$ cat src/rtl/interrupt_sequencer_if.sv
// Memory bus between the interrupt sequencer (master) and the memory/arbiter (slave).
interface interrupt_sequencer_if #(
    parameter int unsigned ADDR_WIDTH = 8
);
    logic [ADDR_WIDTH-1:0] bus_addr;
    logic [7:0]            bus_wdata;
    logic                  bus_we;
    logic                  bus_re;
    logic [7:0]            bus_rdata;
    logic                  bus_ready;

    modport master (
        output bus_addr, bus_wdata, bus_we, bus_re,
        input  bus_rdata, bus_ready
    );

    modport slave (
        input  bus_addr, bus_wdata, bus_we, bus_re,
        output bus_rdata, bus_ready
    );
endinterface

$ cat src/rtl/interrupt_sequencer.sv
// Interrupt entry sequencer: pushes PC (and flags when INTERRUPT_SEQUENCER_FLAGS_SAVE_EN
// is defined), fetches the handler vector, loads PC, then waits for reti.
module interrupt_sequencer #(
    parameter int unsigned           WIDTH       = 4,
    parameter int unsigned           ADDR_WIDTH  = 8,
    parameter logic [ADDR_WIDTH-1:0] VECTOR_BASE = ADDR_WIDTH'(8'hF0)
) (
    input  logic                  clk,
    input  logic                  rst_n,
    input  logic [WIDTH-1:0]      interrupt_in,
    output logic                  processing,
    input  logic                  instr_boundary,
    input  logic                  ei,
    input  logic                  di,
    input  logic                  reti,
    input  logic [ADDR_WIDTH-1:0] pc_in,
    input  logic [ADDR_WIDTH-1:0] sp_in,
    input  logic [7:0]            flags_in,
    output logic                  cpu_hold,
    output logic                  sp_dec,
    output logic                  pc_load,
    output logic [ADDR_WIDTH-1:0] pc_load_value,
    interrupt_sequencer_if.master bus
);

    typedef enum logic [2:0] {
        IDLE,
        PUSH_PC,
`ifdef INTERRUPT_SEQUENCER_FLAGS_SAVE_EN
        PUSH_FL,
`endif
        VECTOR,
        JUMP,
        ACTIVE,
        RELEASE
    } state_t;

    state_t                state;
    logic                  ie;
    logic [WIDTH-1:0]      code_q;
    logic                  accept;
    logic [ADDR_WIDTH-1:0] vector_addr;

    assign accept      = (state == IDLE) && (interrupt_in != '0) && ie && instr_boundary;
    assign vector_addr = VECTOR_BASE + ADDR_WIDTH'(code_q);

`ifdef INTERRUPT_SEQUENCER_FLAGS_SAVE_EN
    logic [7:0] flags_q;
    logic       unused_pc;
    assign unused_pc = ^pc_in;
`else
    // Flags are not saved in this build; upper PC bits never reach the 8-bit bus.
    logic unused_inputs;
    assign unused_inputs = ^{flags_in, pc_in};
`endif

    // Sequencer state, interrupt enable and all registered outputs
    always_ff @(posedge clk) begin
        if (!rst_n) begin
            state          <= IDLE;
            ie             <= 1'b0;
            code_q         <= '0;
            processing     <= 1'b0;
            cpu_hold       <= 1'b0;
            sp_dec         <= 1'b0;
            pc_load        <= 1'b0;
            pc_load_value  <= '0;
            bus.bus_addr   <= '0;
            bus.bus_wdata  <= '0;
            bus.bus_we     <= 1'b0;
            bus.bus_re     <= 1'b0;
`ifdef INTERRUPT_SEQUENCER_FLAGS_SAVE_EN
            flags_q        <= '0;
`endif
        end else begin
            // di dominates ei and the reti re-enable; accept dominates everything
            if (accept)                          ie <= 1'b0;
            else if (di)                         ie <= 1'b0;
            else if ((state == ACTIVE) && reti)  ie <= 1'b1;
            else if (ei)                         ie <= 1'b1;

            sp_dec  <= 1'b0;
            pc_load <= 1'b0;

            case (state)
                IDLE: begin
                    if (accept) begin
                        state         <= PUSH_PC;
                        code_q        <= interrupt_in;
                        processing    <= 1'b1;
                        cpu_hold      <= 1'b1;
                        bus.bus_we    <= 1'b1;
                        bus.bus_addr  <= sp_in - ADDR_WIDTH'(1);
                        bus.bus_wdata <= pc_in[7:0];
`ifdef INTERRUPT_SEQUENCER_FLAGS_SAVE_EN
                        flags_q       <= flags_in;
`endif
                    end
                end
                PUSH_PC: begin
                    if (bus.bus_ready) begin
                        sp_dec <= 1'b1;
`ifdef INTERRUPT_SEQUENCER_FLAGS_SAVE_EN
                        // sp_in has not yet seen this decrement, hence -2
                        state         <= PUSH_FL;
                        bus.bus_addr  <= sp_in - ADDR_WIDTH'(2);
                        bus.bus_wdata <= flags_q;
`else
                        state         <= VECTOR;
                        bus.bus_we    <= 1'b0;
                        bus.bus_re    <= 1'b1;
                        bus.bus_addr  <= vector_addr;
                        bus.bus_wdata <= '0;
`endif
                    end
                end
`ifdef INTERRUPT_SEQUENCER_FLAGS_SAVE_EN
                PUSH_FL: begin
                    if (bus.bus_ready) begin
                        sp_dec        <= 1'b1;
                        state         <= VECTOR;
                        bus.bus_we    <= 1'b0;
                        bus.bus_re    <= 1'b1;
                        bus.bus_addr  <= vector_addr;
                        bus.bus_wdata <= '0;
                    end
                end
`endif
                VECTOR: begin
                    if (bus.bus_ready) begin
                        state         <= JUMP;
                        bus.bus_re    <= 1'b0;
                        bus.bus_addr  <= '0;
                        pc_load       <= 1'b1;
                        pc_load_value <= ADDR_WIDTH'(bus.bus_rdata);
                    end
                end
                JUMP: begin
                    state    <= ACTIVE;
                    cpu_hold <= 1'b0;
                end
                ACTIVE: begin
                    if (reti) begin
                        state      <= RELEASE;
                        processing <= 1'b0;
                    end
                end
                RELEASE: state <= IDLE;
                default: begin
                    state      <= IDLE;
                    processing <= 1'b0;
                    cpu_hold   <= 1'b0;
                    bus.bus_we <= 1'b0;
                    bus.bus_re <= 1'b0;
                end
            endcase
        end
    end

endmodule

$ cat src/flat_wrapper.sv
// flat-port wrapper written by rule: the top's interface ports become plain ports
module interrupt_sequencer_flat 
#(
    parameter int unsigned           WIDTH       = 4,
    parameter int unsigned           ADDR_WIDTH  = 8,
    parameter logic [ADDR_WIDTH-1:0] VECTOR_BASE = ADDR_WIDTH'(8'hF0)
)
  (clk, rst_n, interrupt_in, processing, instr_boundary, ei, di, reti, pc_in, sp_in, flags_in, cpu_hold, sp_dec, pc_load, pc_load_value, bus_bus_addr, bus_bus_wdata, bus_bus_we, bus_bus_re, bus_bus_rdata, bus_bus_ready);
  interrupt_sequencer_if #(.ADDR_WIDTH(ADDR_WIDTH)) bus_i ();
  input  logic clk;
  input  logic rst_n;
  input  logic [WIDTH-1:0] interrupt_in;
  output logic processing;
  input  logic instr_boundary;
  input  logic ei;
  input  logic di;
  input  logic reti;
  input  logic [ADDR_WIDTH-1:0] pc_in;
  input  logic [ADDR_WIDTH-1:0] sp_in;
  input  logic [7:0] flags_in;
  output logic cpu_hold;
  output logic sp_dec;
  output logic pc_load;
  output logic [ADDR_WIDTH-1:0] pc_load_value;
  output wire logic [$bits(bus_i.bus_addr)-1:0] bus_bus_addr;
  output wire logic [$bits(bus_i.bus_wdata)-1:0] bus_bus_wdata;
  output wire logic [$bits(bus_i.bus_we)-1:0] bus_bus_we;
  output wire logic [$bits(bus_i.bus_re)-1:0] bus_bus_re;
  input wire logic [$bits(bus_i.bus_rdata)-1:0] bus_bus_rdata;
  input wire logic [$bits(bus_i.bus_ready)-1:0] bus_bus_ready;
  assign bus_bus_addr = bus_i.bus_addr;
  assign bus_bus_wdata = bus_i.bus_wdata;
  assign bus_bus_we = bus_i.bus_we;
  assign bus_bus_re = bus_i.bus_re;
  assign bus_i.bus_rdata = bus_bus_rdata;
  assign bus_i.bus_ready = bus_bus_ready;
  interrupt_sequencer #(.WIDTH(WIDTH), .ADDR_WIDTH(ADDR_WIDTH), .VECTOR_BASE(VECTOR_BASE)) u_core (.clk(clk), .rst_n(rst_n), .interrupt_in(interrupt_in), .processing(processing), .instr_boundary(instr_boundary), .ei(ei), .di(di), .reti(reti), .pc_in(pc_in), .sp_in(sp_in), .flags_in(flags_in), .cpu_hold(cpu_hold), .sp_dec(sp_dec), .pc_load(pc_load), .pc_load_value(pc_load_value), .bus(bus_i));
endmodule
$ cat config.mk
export PLATFORM = sky130hd
export DESIGN_NAME = interrupt_sequencer_flat
export DESIGN_NICKNAME = d
export VERILOG_FILES = /design/src/rtl/interrupt_sequencer_if.sv /design/src/rtl/interrupt_sequencer.sv /design/src/flat_wrapper.sv
export SDC_FILE = /design/constraint.sdc
export NUM_CORES = 1
export LEC_CHECK = 0
export CAP_MARGIN = 20
export CORE_MARGIN = 2
export CORE_UTILIZATION = 42
export CTS_CLUSTER_DIAMETER = 120
export CTS_CLUSTER_SIZE = 28
export DETAILED_ROUTE_END_ITERATION = 8
export GPL_ROUTABILITY_DRIVEN = 0
export PLACE_DENSITY_LB_ADDON = 0.25
export SYNTH_ARGS = -nofsm -noshare
export SYNTH_HDL_FRONTEND = slang
export SYNTH_SLANG_ARGS = --single-unit
$ cat constraint.sdc
create_clock -name clk -period 2.4 [get_ports clk]
set_clock_uncertainty 0.15 [all_clocks]
set_input_delay 0.48 -clock clk [delete_from_list [all_inputs] [get_ports clk]]
set_output_delay 0.48 -clock clk [all_outputs]
set_load 0.05 [all_outputs]
==> results of run 1 <==
[path summary, 6_finish.rpt]
| path | slack, ns | cells after the start | to | from |
|---|---|---|---|---|
| max | 0.28 | 1 | bus_bus_we | u_core.bus.bus_we |
| min | 0.31 | 2 | u_core.pc_load_value[0] | u_core.pc_load_value[0] |
| max reg2reg | 0.60 | 4 | u_core.bus.bus_addr[3] | u_core.state[1] |
| min reg2reg | 0.31 | 2 | u_core.pc_load_value[0] | u_core.pc_load_value[0] |
[metal layers]
| layer | up-vias | part of all wire | global-route usage |
|---|---|---|---|
| li1 | 886 | - | - |
| met1 | 811 | 0.45 | 0.2697 |
| met2 | 54 | 0.47 | 0.3265 |
| met3 | 4 | 0.062 | 0.05592 |
| met4 | 0 | 0.011 | 0.07000 |
| met5 | - | 0 | 0 |
[sequential cells by signal (all words and copies together), names as in the netlist, 3 cells and up]
register and flops:
u_core.bus.bus_addr 8, u_core.bus.bus_wdata 8, u_core.pc_load_value 8, u_core.code_q 4
u_core.state 3
[logic make-up after synthesis]
kind of cell	Yosys count
flops	38
buf+inv	17
compound gates	68
mux	4
fa+ha+maj	1
simple gates	67
xor+xnor	3
[power groups by stage]
stage          combinational, W  sequential [W]  clock, W
3_5_place_dp           0.000321        0.000689         0
5_1_grt                0.000346        0.000678  0.000692
3_3_place_gp           0.000318        0.000689         0
4_1_cts                0.000322        0.000675  0.000664
6_report               0.000322        0.000674  0.000653
2_1_floorplan          0.000100        0.000760         0
[worst min-delay path, cell delays in order (launching register included)]
cell and delay (ns):
dfxtp_1 0.31, nand2_1 0.05, a21oi_1 0.05
[layout make-up]
type	count	share of cell area
well taps	50	0.02351
repair buffers	82	0.2915
multi-input cells	143	0.3376
clock inverters	3	0.02586
clock buffers	5	0.02586
flip-flops and latches	38	0.2858
inverters	7	0.009873
[synth_stat cells, drive strengths merged (2+ instances only)]
cell,number
nor3,3
nand2b,3
buf,5
xnor2,2
and2,3
nor2,18
o211ai,3
nor4,5
o41ai,2
o31a,2
nor3b,2
a21oi,25
nand3b,2
mux2i,4
a21o,3
clkbuf,5
or4,2
or3,3
o21ai,8
inv,5
o31ai,2
clkinv,2
dfxtp,38
o221a,2
a22o,9
a211oi,3
nand2,24
[stage by stage]
stage,std cells,util
after detailed placement,320,0.6355
final,328,0.6701
after global routing,328,0.6701
after floorplan,198,-
after global placement,320,0.6355
after CTS,328,0.6701
==> summary.txt, run 1 <==
Critical path
  – Slowest-stage cell, CP: clkdlybuf4s50_1
  – CP bufs+invs: 1
  – Critical path required time: 1.77 ns
  – CP Capture Type: primary output
  – Family with the most delay on the worst path: buffers and inverters
  – Crit-path max FO: 4
  – Cell-by-cell trace of the critical path: clkdlybuf4s50_1
  – Critical Path Max Stage Delay: a little over 0.8 ns
  – Worst Path Arrival: approximately 1.5 ns
  – Startpoint types: flop
  – Crit path kind: reg -> out

Pwr
  – Comb power frac: 0.195
  – Switch share: 0.2596
  – Total power: 0.001649 W
  – VDD IR max: 0.3273 mV
  – Sequential share of power: 0.409
  – Psw: 0.0004281 W
  – Pwr per Cell Area: 619.7 nW/um^2
  – Cell leakage power: 0.9918 nW
  – Clock Power Share: 0.396
  – Pint: 0.001221 W

Cells and area
  – Design Area, Final: 2661 um^2
  – Share of cells above drive strength 1: 0.1259
  – Nets: 321
  – Sequential cell area: 760.7 um^2
  – Most common cell after layout, fill and taps aside: clkdlybuf4s50_1
  – Fillers: 345
  – Inserted Diodes: 0
  – Most frequent cells in the layout: clkdlybuf4s50_1, dfxtp_1, nand2_1, a21oi_1
  – Multi-input combinational cell area: 898.4 um^2
  – Synth-to-layout area growth: 53.91%

Clock network
  – Reg clk slew, reported paths: 0.08 ns
  – Cts hold-fix bufs: 0
  – CTS tree: done
  – Post-CTS Setup Inserts: 0
  – Clock Path Buffers: 2
  – Htree depth: 2
  – Clk_lat worst skew: 0.29 ns
  – Number of buffers created by CTS: 5
  – Root Buffer: clkbuf_8
  – CTS sink cnt: 38
  – Post-CTS Resized: 0

Placement
  – Placed Area: 2524 um^2
  – Dpl hpwl: 3369 um
  – Port Buffers: 64
  – Place WS: 0.04626 ns

Die
  – Initial Utilization: 0.4354
  – Die area: ~4600 um^2
  – Number of cell rows: 23
  – Die extent in x: 68.17 um
  – I/O pin cnt: 73
  – Core Region: between 3000 and 4000 um^2
  – Die height: between 60 and 70 um

Synthesis
  – EDFF count, synth: 0
  – Largest family of logic cells by synthesized area: compound AO/OA/AOI/OAI gates
  – Synth Area in Compound Gates: 0.2713
  – Adder and majority cell fraction of the synthesized area: 0.007236
  – Synthesized net count: around 240
  – #FFs+latches synth: 38
  – Post-synthesis mux area share: 0.02315
  – Cell taking the most area after synthesis: dfxtp_1
  – Post-synthesis sequential area ratio: 0.4399
  – Synth async-reset ratio: 0
  – Synth top area cells: dfxtp_1, a21oi_1, nand2_1
  – Cell Area, Synth: 1729 um^2
  – Netlist cell types: 48
  – Top cell type's share of synthesized area: 0.4399
  – Syn Area/Cell: 8.733 um^2
  – Ys Warns: 0
  – Mapped Cells: 198
  – Dominant synthesized flop cell: dfxtp_1
  – Xor-xnor portion of the synthesized cell area: 0.01520
  – Simple-gate share of the synthesized area: 0.2026

Global routing
  – Grt ovf: 0
  – Vias in the first global route: roughly 1600
  – Initial antenna violation count: 0
  – Largest net degree at the start of global routing: 15
  – Total global routing track utilization: 0.2061
  – First-pass GRT wire length: 7162 um

STA
  – Period utilization: 0.8831
  – Final Hold Vio Count: 0
  – Fmax: ~470 MHz
  – # setup viols final: 0
  – Setup TNS: 0 ns
  – Setup slack after layout: 0.2805 ns
  – Slew Viols, Final: 0
  – Tmin final: 2.120 ns
  – Unrepaired setup endpoints after global routing: no
  – Slew @ Worst Pin: 0.5111 ns
  – Max-Slew Margin vs Limit: 0.6582
  – Worst hold margin: 0.3072 ns

Detailed routing
  – Initial DRC count: 78
  – DRC: 0
  – Routed WL per cell: 13.74 um
  – Vias/cell: 5.351
  – ANT nets after route: 0
  – Routed Wire Length: 4507 um
  – DRT Pass-1 Iters: 4
  – DR vias: roughly 1800

Status
  – Status: finished clean

Worst hold path
  – Worst min path class: reg -> reg

Flow run
  – Max Cap Viol: 0
No activity file was read; power rests on OpenSTA's default activity.
==> run 2, diff against run 1 <==
--- a/config.mk
+++ b/config.mk
@@ -13,6 +13,8 @@
 export DETAILED_ROUTE_END_ITERATION = 8
 export GPL_ROUTABILITY_DRIVEN = 0
 export PLACE_DENSITY_LB_ADDON = 0.25
+export SETUP_SLACK_MARGIN = 0.4
 export SYNTH_ARGS = -nofsm -noshare
 export SYNTH_HDL_FRONTEND = slang
 export SYNTH_SLANG_ARGS = --single-unit
+export TNS_END_PERCENT = 100
==> run 2 against run 1 <==
Effect of this change: global-route usage is 0.14 points lower; flip-flop and latch count did not move; critical path depth increased by 6; cell area rose by 0.42%; via count increased by 1.5%; clock-buffer cell count did not move; die area is the same; core utilization up 0.28 points; combinational power down 3%; largest power group unchanged; highest routed layer unchanged.
==> summary.txt, run 2 (synthesis gave the netlist of run 1 again) <==
Critical path
  – CP Capture Type: flop (was primary output)
  – Crit path kind: in -> reg (was reg -> out)
  – Crit-path max FO: 8 (was 4)
  – Worst Path Arrival: 2.02 ns (was 1.49 ns)
  – Startpoint types: primary input (was flop)
  – Critical path required time: 2.44 ns (was 1.77 ns)

Pwr
  – Clock Power Share: 0.400 (was 0.396)
  – Pint: 0.001208 W (was 0.001221 W)
  – VDD IR max: 0.3402 mV (was 0.3273 mV)
  – Sequential share of power: 0.410 (was 0.409)
  – Psw: 0.0004375 W (was 0.0004281 W)
  – Total power: 0.001645 W (was 0.001649 W)
  – Pwr per Cell Area: 615.6 nW/um^2 (was 619.7 nW/um^2)
  – Switch share: 0.2659 (was 0.2596)
  – Cell leakage power: 1.165 nW (was 0.9918 nW)
  – Comb power frac: 0.190 (was 0.195)

Global routing
  – Largest net degree at the start of global routing: 15 (unchanged)
  – First-pass GRT wire length: 7107 um (was 7162 um)
  – Grt ovf: 0 (unchanged)
  – Vias in the first global route: 1555 (was 1574)
  – Initial antenna violation count: 0 (unchanged)
  – Total global routing track utilization: 0.2047 (was 0.2061)

Die
  – Initial Utilization: 0.4354 (unchanged)
  – Die area: 4646 um^2 (unchanged)
  – Number of cell rows: 23 (unchanged)
  – Die extent in x: 68.17 um (unchanged)
  – Core Region: 3971 um^2 (unchanged)
  – I/O pin cnt: 73 (unchanged)
  – Die height: 68.17 um (unchanged)

Cells and area
  – Final core utilization: 0.6730 (was 0.6701)
  – Non-filler instance count after layout: 329 (was 328)
  – Most common cell after layout, fill and taps aside: dfxtp_1 (was clkdlybuf4s50_1)
  – Largest registers: u_core.bus.bus_addr x8, u_core.bus.bus_wdata x8, u_core.pc_load_value x8 (unchanged)
  – Most frequent cells in the layout: dfxtp_1, dlygate4sd2_1, clkdlybuf4s50_1, nand2_1, a21oi_1 (was clkdlybuf4s50_1, dfxtp_1, nand2_1, a21oi_1)
  – Sequential cell area: 760.7 um^2 (unchanged)
  – Share of cells above drive strength 1: 0.1613 (was 0.1259)
  – Fillers: 340 (was 345)
  – Multi-input combinational cell area: 940.9 um^2 (was 898.4 um^2)
  – Synth-to-layout area growth: 54.56% (was 53.91%)
  – Nets: 322 (was 321)
  – Inserted Diodes: 0 (unchanged)

Detailed routing
  – Vias/cell: 5.413 (was 5.351)
  – DR vias: 1781 (was 1755)
  – ANT nets after route: 0 (unchanged)
  – DRT Pass-1 Iters: 4 (unchanged)
  – Initial DRC count: 135 (was 78)
  – Routed Wire Length: 4627 um (was 4507 um)
  – DRC: 0 (unchanged)
  – Routed WL per cell: 14.06 um (was 13.74 um)

Clock network
  – Root Buffer: clkbuf_8 (unchanged)
  – Reg clk slew, reported paths: 0.08 ns (about the same)
  – CTS sink cnt: 38 (unchanged)
  – CTS tree: done (unchanged)
  – Clk_lat worst skew: 0.29 ns (about the same)
  – Number of buffers created by CTS: 5 (unchanged)
  – Clock Path Buffers: 2 (unchanged)
  – Htree depth: 2 (unchanged)

Status
  – Status: finished clean (unchanged)

Worst hold path
  – Worst min path class: reg -> reg (unchanged)

STA
  – Worst hold margin: 0.3041 ns (was 0.3072 ns)
  – Period utilization: 0.8254 (was 0.8831)
  – Slew Viols, Final: 0 (unchanged)
  – Slew @ Worst Pin: 0.5056 ns (was 0.5111 ns)
  – Max-Slew Margin vs Limit: 0.6642 (was 0.6582)
  – Setup TNS: 0 ns (unchanged)
  – Final Hold Vio Count: 0 (unchanged)
  – Fmax: 504.8 MHz (was 471.8 MHz)
  – Tmin final: 1.981 ns (was 2.120 ns)
  – # setup viols final: 0 (unchanged)
  – Unrepaired setup endpoints after global routing: yes (was no)

Flow run
  – Max Cap Viol: 0 (unchanged)

Placement
  – Dpl hpwl: 3369 um (unchanged)
  – Port Buffers: 64 (unchanged)
  – Placed Cells: 320 (unchanged)
-- run 2: path summary, 6_finish.rpt --
path | from | cells past startpoint | slack [ns] | to
max | interrupt_in[1] | 7 | 0.42 | u_core.bus.bus_wdata[1]
min | u_core.pc_load_value[0] | 2 | 0.30 | u_core.pc_load_value[0]
max reg2reg | u_core.state[1] | 5 | 0.53 | u_core.bus.bus_addr[6]
min reg2reg | u_core.pc_load_value[0] | 2 | 0.30 | u_core.pc_load_value[0]
-- run 2: power groups by stage --
stage / logic (W) / registers [W] / clock network (W)
finish: 0.000313 / 0.000674 / 0.000658
global route: 0.000336 / 0.000677 / 0.000692
CTS: 0.000306 / 0.000674 / 0.000664
global placement: 0.000318 / 0.000689 / 0
detailed placement: 0.000321 / 0.000689 / 0
floorplan: 0.000100 / 0.000760 / 0
-- run 2: final cells by class --
type	count	share of cell area
multi-input cells	143	0.3521
well taps	50	0.02341
flip-flops and latches	38	0.2846
repair buffers	83	0.2786
clock inverters	3	0.02575
inverters	7	0.009831
clock buffers	5	0.02575
-- run 2: per-layer routing --
metal / vias up / share of wire / GRT usage
li1: 885 / - / -
met1: 828 / 0.46 / 0.2687
met2: 61 / 0.46 / 0.3228
met3: 7 / 0.066 / 0.05592
met4: 0 / 0.014 / 0.07000
met5: - / 0 / 0
-- run 2: worst max-delay path: stages --
cell and delay [ns]:
clkdlybuf4s50_1 0.53, nor4_4 0.06, buf_4 0.17, o31ai_2 0.28
a21oi_2 0.09, buf_4 0.18, a22o_1 0.23
-- run 2: metrics by stage --
stage	area [um^2]	worst slack (ns)
2_1_floorplan	1729	0.5262
3_3_place_gp	2524	0.04948
3_5_place_dp	2524	0.04626
4_1_cts	2620	0.4137
5_1_grt	2673	0.3612
6_report	2673	0.4192
-- run 2: what timing repair did --
item	4_1_cts	5_1_grt
endpoints found under the hold margin	0	0
gates resized for setup	34	11
setup buffers	0	1
hold buffers	0	0
endpoints found under the setup margin	32	18
pin swaps	1	1
==> run 3, diff against run 2 <==
==> constraint.sdc (replaced) <==
create_clock -name clk -period 2.1 [get_ports clk]
set_clock_uncertainty 0.15 [all_clocks]
set_input_delay 0.42 -clock clk [delete_from_list [all_inputs] [get_ports clk]]
set_output_delay 0.42 -clock clk [all_outputs]
set_load 0.05 [all_outputs]
==> run 3 against run 2 <==
Effect of this change: critical path depth shrank 2; wire length grew 11%; global-route usage increased by 2.3 points; sequential power rose by 15%; final cell count grew 4.0%; worst hold slack worse by 0.026 ns; clock power increased by 17%; die area unchanged; flip-flop and latch count did not move; register-to-register slack worse by 0.07 ns; worst setup slack lost 0.0070 ns; critical path type unchanged; critical endpoint is now u_core.bus.bus_addr[6].
==> summary.txt, run 3 (synthesis gave the netlist of run 1 again) <==
STA
  – Tmin final: 1.688 ns
  – Period utilization: 0.8038
  – Setup TNS: 0 ns (unchanged)
  – Max-Slew Margin vs Limit: 0.6834 (was 0.6642)
  – Slew Viols, Final: 0 (unchanged)
  – Fmax: 592.5 MHz
  – # setup viols final: 0 (unchanged)
  – Final Hold Vio Count: 0 (unchanged)
  – Unrepaired setup endpoints after global routing: yes (unchanged)
  – Slew @ Worst Pin: 0.4768 ns (was 0.5056 ns)

Critical path
  – Crit path kind: in -> reg (unchanged)
  – Critical path required time: 2.20 ns (was 2.44 ns)
  – RR Startpoint: u_core.ie (was u_core.state[1])
  – Crit-path max FO: 4 (was 8)
  – Worst Path Arrival: 1.79 ns (was 2.02 ns)
  – CP Capture Type: flop (unchanged)
  – Startpoint types: primary input (unchanged)
  – CP startpoint: sp_in[5] (was interrupt_in[1])

Cells and area
  – Synth-to-layout area growth: 66.43% (was 54.56%)
  – Nets: 335 (was 322)
  – Non-filler instance count after layout: 342 (was 329)
  – Largest registers: u_core.bus.bus_addr x8, u_core.bus.bus_wdata x8, u_core.pc_load_value x8 (unchanged)
  – Inserted Diodes: 0 (unchanged)
  – Sequential cell area: 767.0 um^2 (was 760.7 um^2)
  – Most common cell after layout, fill and taps aside: dfxtp_1 (unchanged)
  – Fillers: 297 (was 340)
  – Most frequent cells in the layout: dfxtp_1, buf_4, nand2_1, a21oi_1, clkdlybuf4s15_2 (was dfxtp_1, dlygate4sd2_1, clkdlybuf4s50_1, nand2_1, a21oi_1)
  – Share of cells above drive strength 1: 0.3596 (was 0.1613)
  – Multi-input combinational cell area: 1010 um^2 (was 940.9 um^2)

Pwr
  – Cell leakage power: 1.134 nW (was 1.165 nW)
  – Pwr per Cell Area: 673.8 nW/um^2 (was 615.6 nW/um^2)
  – VDD IR max: 0.4939 mV (was 0.3402 mV)

Placement
  – Placed Cells: 329 (was 320)
  – Dpl hpwl: 3599 um (was 3369 um)
  – Port Buffers: 64 (unchanged)

Clock network
  – CTS sink cnt: 38 (unchanged)
  – Clock Path Buffers: 2 (unchanged)
  – Number of buffers created by CTS: 5 (unchanged)
  – CTS tree: done (unchanged)
  – Clk_lat worst skew: 0.30 ns (was 0.29 ns)
  – Reg clk slew, reported paths: 0.08 ns (about the same)
  – Htree depth: 2 (unchanged)
  – Cts hold-fix bufs: 0 (unchanged)
  – Root Buffer: clkbuf_8 (unchanged)

Worst hold path
  – Worst min path class: in -> reg (was reg -> reg)
  – Hold_sp: interrupt_in[2] (was u_core.pc_load_value[0])

Flow run
  – Max Cap Viol: 0 (unchanged)

Global routing
  – First-pass GRT wire length: 7803 um (was 7107 um)
  – Grt ovf: 0 (unchanged)
  – Vias in the first global route: 1661 (was 1555)
  – Largest net degree at the start of global routing: 17 (was 15)
  – Initial antenna violation count: 0 (unchanged)
  – Total global routing track utilization: 0.2277 (was 0.2047)

Die
  – I/O pin cnt: 73 (unchanged)
  – Core Region: 3971 um^2 (unchanged)
  – Number of cell rows: 23 (unchanged)
  – Die area: 4646 um^2 (unchanged)
  – Die extent in x: 68.17 um (unchanged)
  – Initial Utilization: 0.4354 (unchanged)
  – Die height: 68.17 um (unchanged)

Detailed routing
  – DR vias: 1834 (was 1781)
  – ANT nets after route: 0 (unchanged)
  – Vias/cell: 5.363 (was 5.413)
  – DRC: 0 (unchanged)
  – Routed WL per cell: 15.01 um (was 14.06 um)
  – DRT Pass-1 Iters: 4 (unchanged)
  – Initial DRC count: 75 (was 135)
  – Routed Wire Length: 5133 um (was 4627 um)

Status
  – Status: finished clean (unchanged)
## run 3: final timing paths
| path | slack [ns] | cells past startpoint | to |
|---|---|---|---|
| max reg2reg | 0.46 | 6 | u_core.bus.bus_addr[4] |
| min | 0.28 | 3 | u_core.code_q[2] |
| max | 0.41 | 5 | u_core.bus.bus_addr[6] |
| min reg2reg | 0.31 | 2 | u_core.pc_load_value[4] |
## run 3: power by group
| group | internal, W | total [W] | switching, W |
|---|---|---|---|
| combinational | 0.000178 | 0.000394 | 0.000215 |
| clock | 0.000507 | 0.000771 | 0.000265 |
| sequential | 0.000749 | 0.000774 | 0.0000246 |
## run 3: worst max-delay path, stage by stage
cell and delay [ns]:
dlygate4sd2_1 0.24, or4_4 0.44, or4_4 0.43, o21ai_2 0.07, o221a_2 0.19
## run 3: metrics by stage
stage	hold slack, ns	util	worst slack, ns	total power, W	instance area (um^2)
after floorplan	0.3023	-	0.3002	0.0009844	1742
after global placement	0.2911	0.6522	-0.2359	0.001162	2590
after detailed placement	0.3029	0.6522	-0.3026	0.001167	2590
after CTS	0.3132	0.7139	0.3588	0.001940	2835
after global routing	0.3191	0.7246	0.3750	0.002016	2878
final	0.2777	0.7246	0.4121	0.001939	2878
## run 3: repair_timing
action / 4_1_cts / 5_1_grt
gates resized for setup: 113 / 24
setup endpoints to repair: 59 / 32
pin swaps: 15 / 3
hold endpoints to repair: 0 / 0
buffers inserted: 4 / 1
## run 3: final cells by class
class                   instances  area share
flip-flops and latches         38      0.2665
clock buffers                   6     0.02870
inverters                       7    0.009130
clock inverters                 2     0.02087
repair buffers                 96      0.3022
well taps                      50     0.02174
multi-input cells             143      0.3509
## run 3: routing by layer
layer	global-route usage	up-vias	wire length (um)
met5	0	-	0
met4	0.1100	0	117
met3	0.05099	12	316
met2	0.3750	67	2481
met1	0.2795	847	2218
li1	-	908	-
